## config.mk

```make
export PLATFORM = sky130hd
export DESIGN_NAME = irq_ctrl_flat
export DESIGN_NICKNAME = d
export VERILOG_FILES = /design/src/rtl/irq_ctrl_pkg.sv /design/src/rtl/irq_ctrl_if.sv /design/src/rtl/irq_ctrl_sync.sv /design/src/rtl/irq_ctrl.sv /design/src/flat_wrapper.sv
export SDC_FILE = /design/constraint.sdc
export NUM_CORES = 1
export LEC_CHECK = 0
export BUFFER_PORTS_ARGS = -buffer_cell sky130_fd_sc_hd__buf_2
export CORE_MARGIN = 5
export CORE_UTILIZATION = 40
export CTS_CLUSTER_DIAMETER = 30
export DETAILED_ROUTE_END_ITERATION = 8
export GPL_TIMING_DRIVEN = 0
export PLACE_DENSITY = 0.8
export SYNTH_ARGS = -nofsm -noshare
export SYNTH_HDL_FRONTEND = slang
export SYNTH_SLANG_ARGS = --single-unit
export TNS_END_PERCENT = 20
```

## constraint.sdc

```tcl
create_clock -name clk -period 1.4 [get_ports clk]
set_input_delay 0.28 -clock clk [delete_from_list [all_inputs] [get_ports clk]]
set_output_delay 0.28 -clock clk [all_outputs]
set_load 0.05 [all_outputs]
```

## src/rtl/irq_ctrl_pkg.sv

```systemverilog
// Shared types and defaults for the interrupt controller.
package irq_pkg;

    typedef enum logic [1:0] {
        IDLE    = 2'd0,
        REQ     = 2'd1,
        SERVICE = 2'd2
    } irq_state_e;

    localparam logic [31:0] VEC_BASE_DEFAULT   = 32'h0000_0020;
    localparam logic [31:0] VEC_STRIDE_DEFAULT = 32'd4;

    // Width of a source index; never narrower than one bit.
    function automatic int unsigned id_width(input int unsigned n_src);
        return (n_src <= 2) ? 1 : $clog2(n_src);
    endfunction

endpackage

```

## src/rtl/irq_ctrl_if.sv

```systemverilog
// CPU-side handshake of the interrupt controller.
interface irq_ctrl_if
    import irq_pkg::*;
#(
    parameter int unsigned N_SRC = 4
);
    localparam int unsigned ID_W = id_width(N_SRC);

    logic            I_bit;
    logic            INT_ack;
    logic            INT_eoi;
    logic            INT_irq;
    logic            In_service;
    logic [31:0]     INT_Vector;
    logic [ID_W-1:0] INT_id;

    modport master (
        input  I_bit, INT_ack, INT_eoi,
        output INT_irq, In_service, INT_Vector, INT_id
    );

    modport slave (
        output I_bit, INT_ack, INT_eoi,
        input  INT_irq, In_service, INT_Vector, INT_id
    );

endinterface

```

## src/rtl/irq_ctrl_sync.sv

```systemverilog
// Two-flop synchronizer and rising-edge detector for one request line.
module irq_sync (
    input  logic clk,
    input  logic Rst,
    input  logic d,
    output logic rise
);
    logic s1_q, s2_q, prev_q;
    logic s1_d, s2_d, prev_d;

    always_comb begin
        s1_d   = d;
        s2_d   = s1_q;
        prev_d = s2_q;
    end

    always_ff @(posedge clk or negedge Rst) begin
        if (!Rst) begin
            s1_q   <= 1'b0;
            s2_q   <= 1'b0;
            prev_q <= 1'b0;
        end else begin
            s1_q   <= s1_d;
            s2_q   <= s2_d;
            prev_q <= prev_d;
        end
    end

    assign rise = s2_q & ~prev_q;

endmodule

```

## src/rtl/irq_ctrl.sv

```systemverilog
// Interrupt controller: edge capture, pending register, fixed priority and
// a single-level ack/eoi handshake towards the CPU.
module irq_ctrl
    import irq_pkg::*;
#(
    parameter int unsigned N_SRC      = 4,
    parameter logic [31:0] VEC_BASE   = VEC_BASE_DEFAULT,
    parameter logic [31:0] VEC_STRIDE = VEC_STRIDE_DEFAULT
) (
    input  logic             clk,
    input  logic             Rst,
    input  logic [N_SRC-1:0] EX_irq,
    input  logic [N_SRC-1:0] irq_en,
    output logic [N_SRC-1:0] Pending,
    irq_ctrl_if.master       cpu
);
    localparam int unsigned ID_W = id_width(N_SRC);

    irq_state_e       state_q, state_d;
    logic [N_SRC-1:0] pend_q, pend_d;
    logic [ID_W-1:0]  id_q, id_d;
    logic             irq_q, irq_d;
    logic             svc_q, svc_d;

    logic [N_SRC-1:0] rise;
    logic [N_SRC-1:0] clr;
    logic [N_SRC-1:0] id_mask;
    logic             cur_en;
    logic             cand_vld;
    logic [ID_W-1:0]  cand_id;

    for (genvar g = 0; g < N_SRC; g++) begin : g_sync
        irq_sync u_sync (
            .clk  (clk),
            .Rst  (Rst),
            .d    (EX_irq[g]),
            .rise (rise[g])
        );
    end

    // Scan from the top down so the lowest pending+enabled index wins.
    always_comb begin
        cand_vld = 1'b0;
        cand_id  = '0;
        for (int unsigned i = N_SRC; i > 0; i--) begin
            if (pend_q[i-1] && irq_en[i-1]) begin
                cand_vld = 1'b1;
                cand_id  = ID_W'(i - 1);
            end
        end
    end

    // Decode the latched id by comparison so non-power-of-two N_SRC stays in range.
    always_comb begin
        id_mask = '0;
        cur_en  = 1'b0;
        for (int unsigned i = 0; i < N_SRC; i++) begin
            if (id_q == ID_W'(i)) begin
                id_mask[i] = 1'b1;
                cur_en     = irq_en[i];
            end
        end
    end

    always_comb begin
        state_d = state_q;
        id_d    = id_q;
        clr     = '0;
        case (state_q)
            IDLE: begin
                if (cand_vld && !cpu.I_bit) begin
                    id_d    = cand_id;
                    state_d = REQ;
                end
            end
            REQ: begin
                if (cpu.INT_ack) begin
                    clr     = id_mask;
                    state_d = SERVICE;
                end else if (!cur_en || cpu.I_bit) begin
                    state_d = IDLE;
                end
            end
            SERVICE: begin
                if (cpu.INT_eoi) begin
                    state_d = IDLE;
                end
            end
            default: state_d = IDLE;
        endcase
        // A new edge on the line being acknowledged must survive the clear.
        pend_d = (pend_q & ~clr) | rise;
        irq_d  = (state_d == REQ);
        svc_d  = (state_d == SERVICE);
    end

    always_ff @(posedge clk or negedge Rst) begin
        if (!Rst) begin
            state_q <= IDLE;
            pend_q  <= '0;
            id_q    <= '0;
            irq_q   <= 1'b0;
            svc_q   <= 1'b0;
        end else begin
            state_q <= state_d;
            pend_q  <= pend_d;
            id_q    <= id_d;
            irq_q   <= irq_d;
            svc_q   <= svc_d;
        end
    end

    assign Pending        = pend_q;
    assign cpu.INT_irq    = irq_q;
    assign cpu.In_service = svc_q;
    assign cpu.INT_id     = id_q;
    assign cpu.INT_Vector = VEC_BASE + (32'(id_q) * VEC_STRIDE);

endmodule
```

## src/flat_wrapper.sv

```systemverilog
// flat-port wrapper written by rule: the top's interface ports become plain ports
module irq_ctrl_flat import irq_pkg::*;
#(
    parameter int unsigned N_SRC      = 4,
    parameter logic [31:0] VEC_BASE   = VEC_BASE_DEFAULT,
    parameter logic [31:0] VEC_STRIDE = VEC_STRIDE_DEFAULT
)
  (clk, Rst, EX_irq, irq_en, Pending, cpu_I_bit, cpu_INT_ack, cpu_INT_eoi, cpu_INT_irq, cpu_In_service, cpu_INT_Vector, cpu_INT_id);
  irq_ctrl_if #(.N_SRC(N_SRC)) cpu_i ();
  input  logic clk;
  input  logic Rst;
  input  logic [N_SRC-1:0] EX_irq;
  input  logic [N_SRC-1:0] irq_en;
  output logic [N_SRC-1:0] Pending;
  input wire logic [$bits(cpu_i.I_bit)-1:0] cpu_I_bit;
  input wire logic [$bits(cpu_i.INT_ack)-1:0] cpu_INT_ack;
  input wire logic [$bits(cpu_i.INT_eoi)-1:0] cpu_INT_eoi;
  output wire logic [$bits(cpu_i.INT_irq)-1:0] cpu_INT_irq;
  output wire logic [$bits(cpu_i.In_service)-1:0] cpu_In_service;
  output wire logic [$bits(cpu_i.INT_Vector)-1:0] cpu_INT_Vector;
  output wire logic [$bits(cpu_i.INT_id)-1:0] cpu_INT_id;
  assign cpu_i.I_bit = cpu_I_bit;
  assign cpu_i.INT_ack = cpu_INT_ack;
  assign cpu_i.INT_eoi = cpu_INT_eoi;
  assign cpu_INT_irq = cpu_i.INT_irq;
  assign cpu_In_service = cpu_i.In_service;
  assign cpu_INT_Vector = cpu_i.INT_Vector;
  assign cpu_INT_id = cpu_i.INT_id;
  irq_ctrl #(.N_SRC(N_SRC), .VEC_BASE(VEC_BASE), .VEC_STRIDE(VEC_STRIDE)) u_core (.clk(clk), .Rst(Rst), .EX_irq(EX_irq), .irq_en(irq_en), .Pending(Pending), .cpu(cpu_i));
endmodule
```

Yosys cells after proc, flatten, opt, wreduce, memory -nomap -nowiden
Index checks and enable logic that the tools add are counted.
Cells by class
  bitwise gates (word level): 11
  add/subtract/negate cells: 1
  eq/ne operators: 7
  reduce and logical (&&, ||, !) cells: 11
  mux-type cells: 23
Operator list (count)
  2-bit 2-to-1 mux: 8
  1-bit 2-to-1 mux: 12
  2-bit equality test (second input constant): 4
  4-bit 2-to-1 mux: 2
  6-bit by 4-bit adder with 7-bit output (first input constant): 1
  2-bit by 1-bit equality test with 1-bit output (second input constant): 3
  2-bit case mux with 3 select lines: 1
  1-bit logical AND: 5
  1-bit bitwise AND: 4
  4-bit bitwise AND: 1
  2-bit zero test: 2
  1-bit inverter: 4
  4-bit inverter: 1
  4-bit OR: 1
  1-bit zero test: 2
  2-bit AND reduction: 1
  1-bit logical OR: 1
Word-level totals
  logic and storage cells: 70
  input port bits: 13
  output and inout bits: 40
  flip-flop bits (word level): 22

Depth between registers and ports, before layout
  depth in word-level cells: 11
  depth in mapped cells: 4
  mapped depth without buffers: 4

Cells and area by module
From an unflattened synthesis, not the netlist that was laid out.
Second synthesis, totals
  cells, all modules: 91
  area, all modules: 1064.8 µm²
By module, submodules not included
  irq_ctrl: cells an instance 75, instances 1, area each 709.4 µm², sequential area each 250.2 µm²
  irq_sync: cells an instance 4, instances 4, area each 88.8 µm², sequential area each 75.1 µm²

Worst setup path before layout
OpenSTA, ideal clock, no wires.
  path type: reg-to-reg
  start: register u_core.id_q[0] (netlist: u_core.cpu.INT_id[0])
  end: register u_core.irq_q (netlist: u_core.cpu.INT_irq)
  buffers on the path: 0
  clock period less this slack: 1512 ps
  data required time: 1275 ps
  path slack: -112 ps
  cell stages (with the launch flop): 4
  setup time: 125 ps
  arrival: 1387 ps
  cells stage by stage: dfrtp_1 mux4_2 nand2_1 nand2_1
On the way
  longest elaborated chain between the ends: 11
  elaborated cells on any way between the ends: 14
  those cells by class: 4 x eq/ne; 7 x mux; 3 x reduce/logical
Ends and longest elaborated chain
  start: declaration: RTL line irq_ctrl.sv:21  | logic [ID_W-1:0] id_q, id_d;
  start signal: assignment: RTL line irq_ctrl.sv:107  | id_q <= id_d;
  2-bit zero test: RTL line irq_ctrl.sv:58  | if (id_q == ID_W'(i)) begin
  1-bit 2-to-1 mux (3 in series): RTL line irq_ctrl.sv:58
  1-bit 2-to-1 mux *: RTL line irq_ctrl.sv:58
  1-bit zero test *: RTL line irq_ctrl.sv:80  | end else if (!cur_en || cpu.I_bit) begin
  1-bit logical OR *: RTL line irq_ctrl.sv:80
  2-bit 2-to-1 mux *: RTL line irq_ctrl.sv:80
  2-bit 2-to-1 mux *: RTL line irq_ctrl.sv:77  | if (cpu.INT_ack) begin
  2-bit case mux with 3 select lines *: RTL line irq_ctrl.sv:69  | case (state_q)
  2-bit by 1-bit equality test with 1-bit output *: RTL line irq_ctrl.sv:93  | irq_d = (state_d == REQ);
  via u_core.irq_d: RTL line irq_ctrl.sv:22  | logic irq_q, irq_d;
  end signal: assignment: RTL line irq_ctrl.sv:108  | irq_q <= irq_d;
  end: declaration: RTL line irq_ctrl.sv:22
Mark *: on every way through the listed nets, which the timed path passes. The rest lies on a longest branch.
A chain may end at the register's enable or synchronous reset.

Worst setup path after layout
  start: register u_core.id_q[1] (netlist: u_core.cpu.INT_id[1])
  end: output cpu_INT_id[1]
RTL lines
  end: declaration: RTL line flat_wrapper.sv:21  | output wire logic [$bits(cpu_i.INT_id)-1:0] cpu_INT_id;
No word-level cell between the ends.

==> run_results.csv <==
group,metric,value,unit
status,run_status,"completed",
sta,hold_slack,71.7,ps
sta,final_setup_viols,0,
clocking,root_buffer,"sky130_fd_sc_hd__clkbuf_4",
placement,placed_wire_length_estimate,1470,um
layout,finish.net_count,162,
power,worst_vdd_drop,1.08,mV
layout,filler_cell_count,219,
synth,synthDominantCellAreaShare,0.540,
global_routing,grt_util_all_layers,0.101,
synth,synth.yosys.seq_area_share,0.540,
min_path,hold_path.startpoint,"EX_irq[0]",
global_routing,grt_pass1_wl,2710,um
floorplan,area_inside_the_core_boundary,2450,um2
worst_setup_path,critical_path.startpoint_type,"register",
worst_setup_path,cp_max_fo,7,
sta,final_period_minus_worst_setup_slack,1350,ps
global_routing,antenna_found_initial,0,
worst_setup_path,critical-path-top-delay-family,"flip-flops",
floorplan,chipHeight,60.5,um
sta,hold_viol,0,
worst_setup_path,cp_data_required_time,1120,ps
synth,postSynth.asyncResetShare,1.00,
drt,drc_errors,0,
clocking,numCtsBuffers,3,
clocking,cts.path.max_buffers,2,
synth,synth.top_cells.by_area,"sky130_fd_sc_hd__dfrtp_1 54%, sky130_fd_sc_hd__buf_4 24%, sky130_fd_sc_hd__nand2_1 3.3%, sky130_fd_sc_hd__o21ai_0 2.9%, sky130_fd_sc_hd__mux4_2 2.2%",
synth,post-synth-top-area-cell,"sky130_fd_sc_hd__dfrtp_1",
power,cellPowerDensity,1810,nW/um2
sta,min_period_over_period,0.963,
global_routing,total_grt_overflow,0,
synth,post_synth_inst_count,91,
run,maxCapViolations,0,
clocking,worst_skew_pair.late_latency,300,ps
placement,gp_routability_congestion,0.796,
floorplan,placementRows,18,
drt,firstDrtPassIters,3,
placement,port_buffers,22,
worst_setup_path,worstReg2RegStart,"u_core.cpu.INT_id[0]$_DFFE_PN0P_",
floorplan,area_enclosed_by_the_die_boundary,3660,um2
worst_setup_path,cpMaxStageDelayCell,"sky130_fd_sc_hd__dfrtp_2",
sta,setup_total_negative_slack,0,ps
synth,synth_area,1020,um2
synth,synth_edf_count,0,
sta,rsz_0062_raised_after_global_routing,"false",
synth,synth_seq_cells,22,
worst_setup_path,slowest_delay,470,ps
worst_setup_path,worst-endpoint-arrival,1070,ps
layout,synthToLayoutAreaGrowth,33.5,%
sta,maxClockFrequency,741,MHz
clocking,numClockSinks,22,
drt,num_vias,720,
floorplan,initial_core_util,0.415,
global_routing,grt_pass1_vias,638,
synth,post_synth_num_cell_types,18,
sta,skew,2.54,ps
clocking,clk_pin_slew,110,ps
worst_setup_path,criticalPathCategory,"reg2out",
worst_setup_path,path_cells,"buf_4 -> buf_6",
worst_setup_path,r2r_setup_slack,100,ps
drt,route.detailed.wl_per_inst,10.1,um
min_path,hold_path.class,"in2reg",
worst_setup_path,crit_path_buffers_inverters,2,
layout,fraction_of_layout_cells_with_a_size_suffix_above_1,0.446,
drt,drt-initial-drc-count,14,
synth,synth_area_per_cell,11.2,um2
clocking,number_of_h_tree_levels,1,
synth,post_synth_top_cells,"32 x sky130_fd_sc_hd__buf_4, 22 x sky130_fd_sc_hd__dfrtp_1, 9 x sky130_fd_sc_hd__nand2_1",
synth,post-synth-top-count-cell,"sky130_fd_sc_hd__buf_4",
synth,number_of_warning_messages_in_the_yosys_log,0,
sta,timing.final.max_slew_violations,0,
floorplan,io_pins,53,
synth,dominantRegCellSynth,"sky130_fd_sc_hd__dfrtp_1",
power,leakage,0.756,nW
worst_setup_path,critPathLaunch,"u_core.cpu.INT_id[1]$_DFFE_PN0P_",
layout,insertedDiodeCount,0,
drt,detail_route.wirelength,1790,um
global_routing,grt_max_degree,23,
drt,postRouteAntennaNets,0,
worst_setup_path,timing.critical_path.to_type,"primary output",
floorplan,die_x,60.5,um
drt,drt-vias-per-instance,4.04,
power,post-layout-total-power,2.47,mW
clocking,cts_tree,"done",
## registers in the layout, summed over array words and instances (netlist names)
name,cells
u_core.cpu.In_service,1
u_core.state_q,2
u_core.g_sync.u_sync.prev_d,4
u_core.g_sync.u_sync.prev_q,4
u_core.cpu.INT_irq,1
u_core.g_sync.u_sync.s1_q,4
u_core.Pending,4
u_core.cpu.INT_id,2
## cell type report
class                   count  area, um2  area share
plain buffers              32        240       0.176
clock buffers               3       22.5      0.0165
clock inverters             1       30.0      0.0221
inverters                   5       18.8      0.0138
multi-input cells          60        315       0.232
flip-flops and latches     22        553       0.406
well taps                  30       37.5      0.0276
repair buffers             25        144       0.106
## per-layer routing
metal | vias to the layer above | global-route usage | routed length, um
met4 | 0 | 0.0372 | 26
met2 | 38 | 0.196 | 923
met1 | 327 | 0.0882 | 535
met5 | - | 0 | 0
met3 | 5 | 0.0468 | 309
li1 | 350 | - | -
## stage by stage
stage          worst slack, ps  cells  utilization  area, um2
3_5_place_dp               144    171        0.519       1270
5_1_grt                   11.4    178        0.555       1360
4_1_cts                   8.54    176        0.547       1340
3_3_place_gp               163    171        0.519       1270
2_1_floorplan            -44.7    119            -       1130
6_report                  51.2    178        0.555       1360
## cells in the final DEF, fill, tap and decap left out, drive strengths merged, types with 2 or more instances in the layout
cell type and instances:
o31ai 2, conb 30, dfrtp 22, clkbuf 3, inv 5, nand2 9, a21oi 3, buf 56
o21ai 7
## cells by family (layout without fill, tap and decap cells)
family,Yosys count,in the layout,synth area share
AO/OA/AOI/OAI,14,14,0.0847
buffers and inverters,37,66,0.254
flip-flops,22,22,0.540
multiplexers,2,2,0.0368
other,2,30,0.00736
AND/OR/NAND/NOR,14,14,0.0773
## final timing paths
check / endpoint / cells past startpoint
max: cpu_INT_id[1] / 2
min: u_core.g_sync[0].u_sync.s1_q$_DFF_PN0_ / 1
max reg2reg: u_core.cpu.INT_irq$_DFF_PN0_ / 4
min reg2reg: u_core.g_sync[1].u_sync.prev_d$_DFF_PN0_ / 0
max in group asynchronous: u_core.cpu.INT_id[0]$_DFFE_PN0P_ / 2
min in group asynchronous: u_core.g_sync[1].u_sync.s1_q$_DFF_PN0_ / 2
## where the power goes
group          total, mW  internal [mW]  switching [mW]
clock              0.470          0.289           0.181
sequential         0.880          0.754           0.126
combinational       1.12          0.354           0.766
## what timing repair did
item                       CTS  global route
hold buffers                 1             0
buffers inserted             0             2
pin swaps                    0             0
hold endpoints to repair    22             0
setup endpoints to repair    2             2
resized for setup            3             1
No activity file was read; power rests on OpenSTA's default activity.
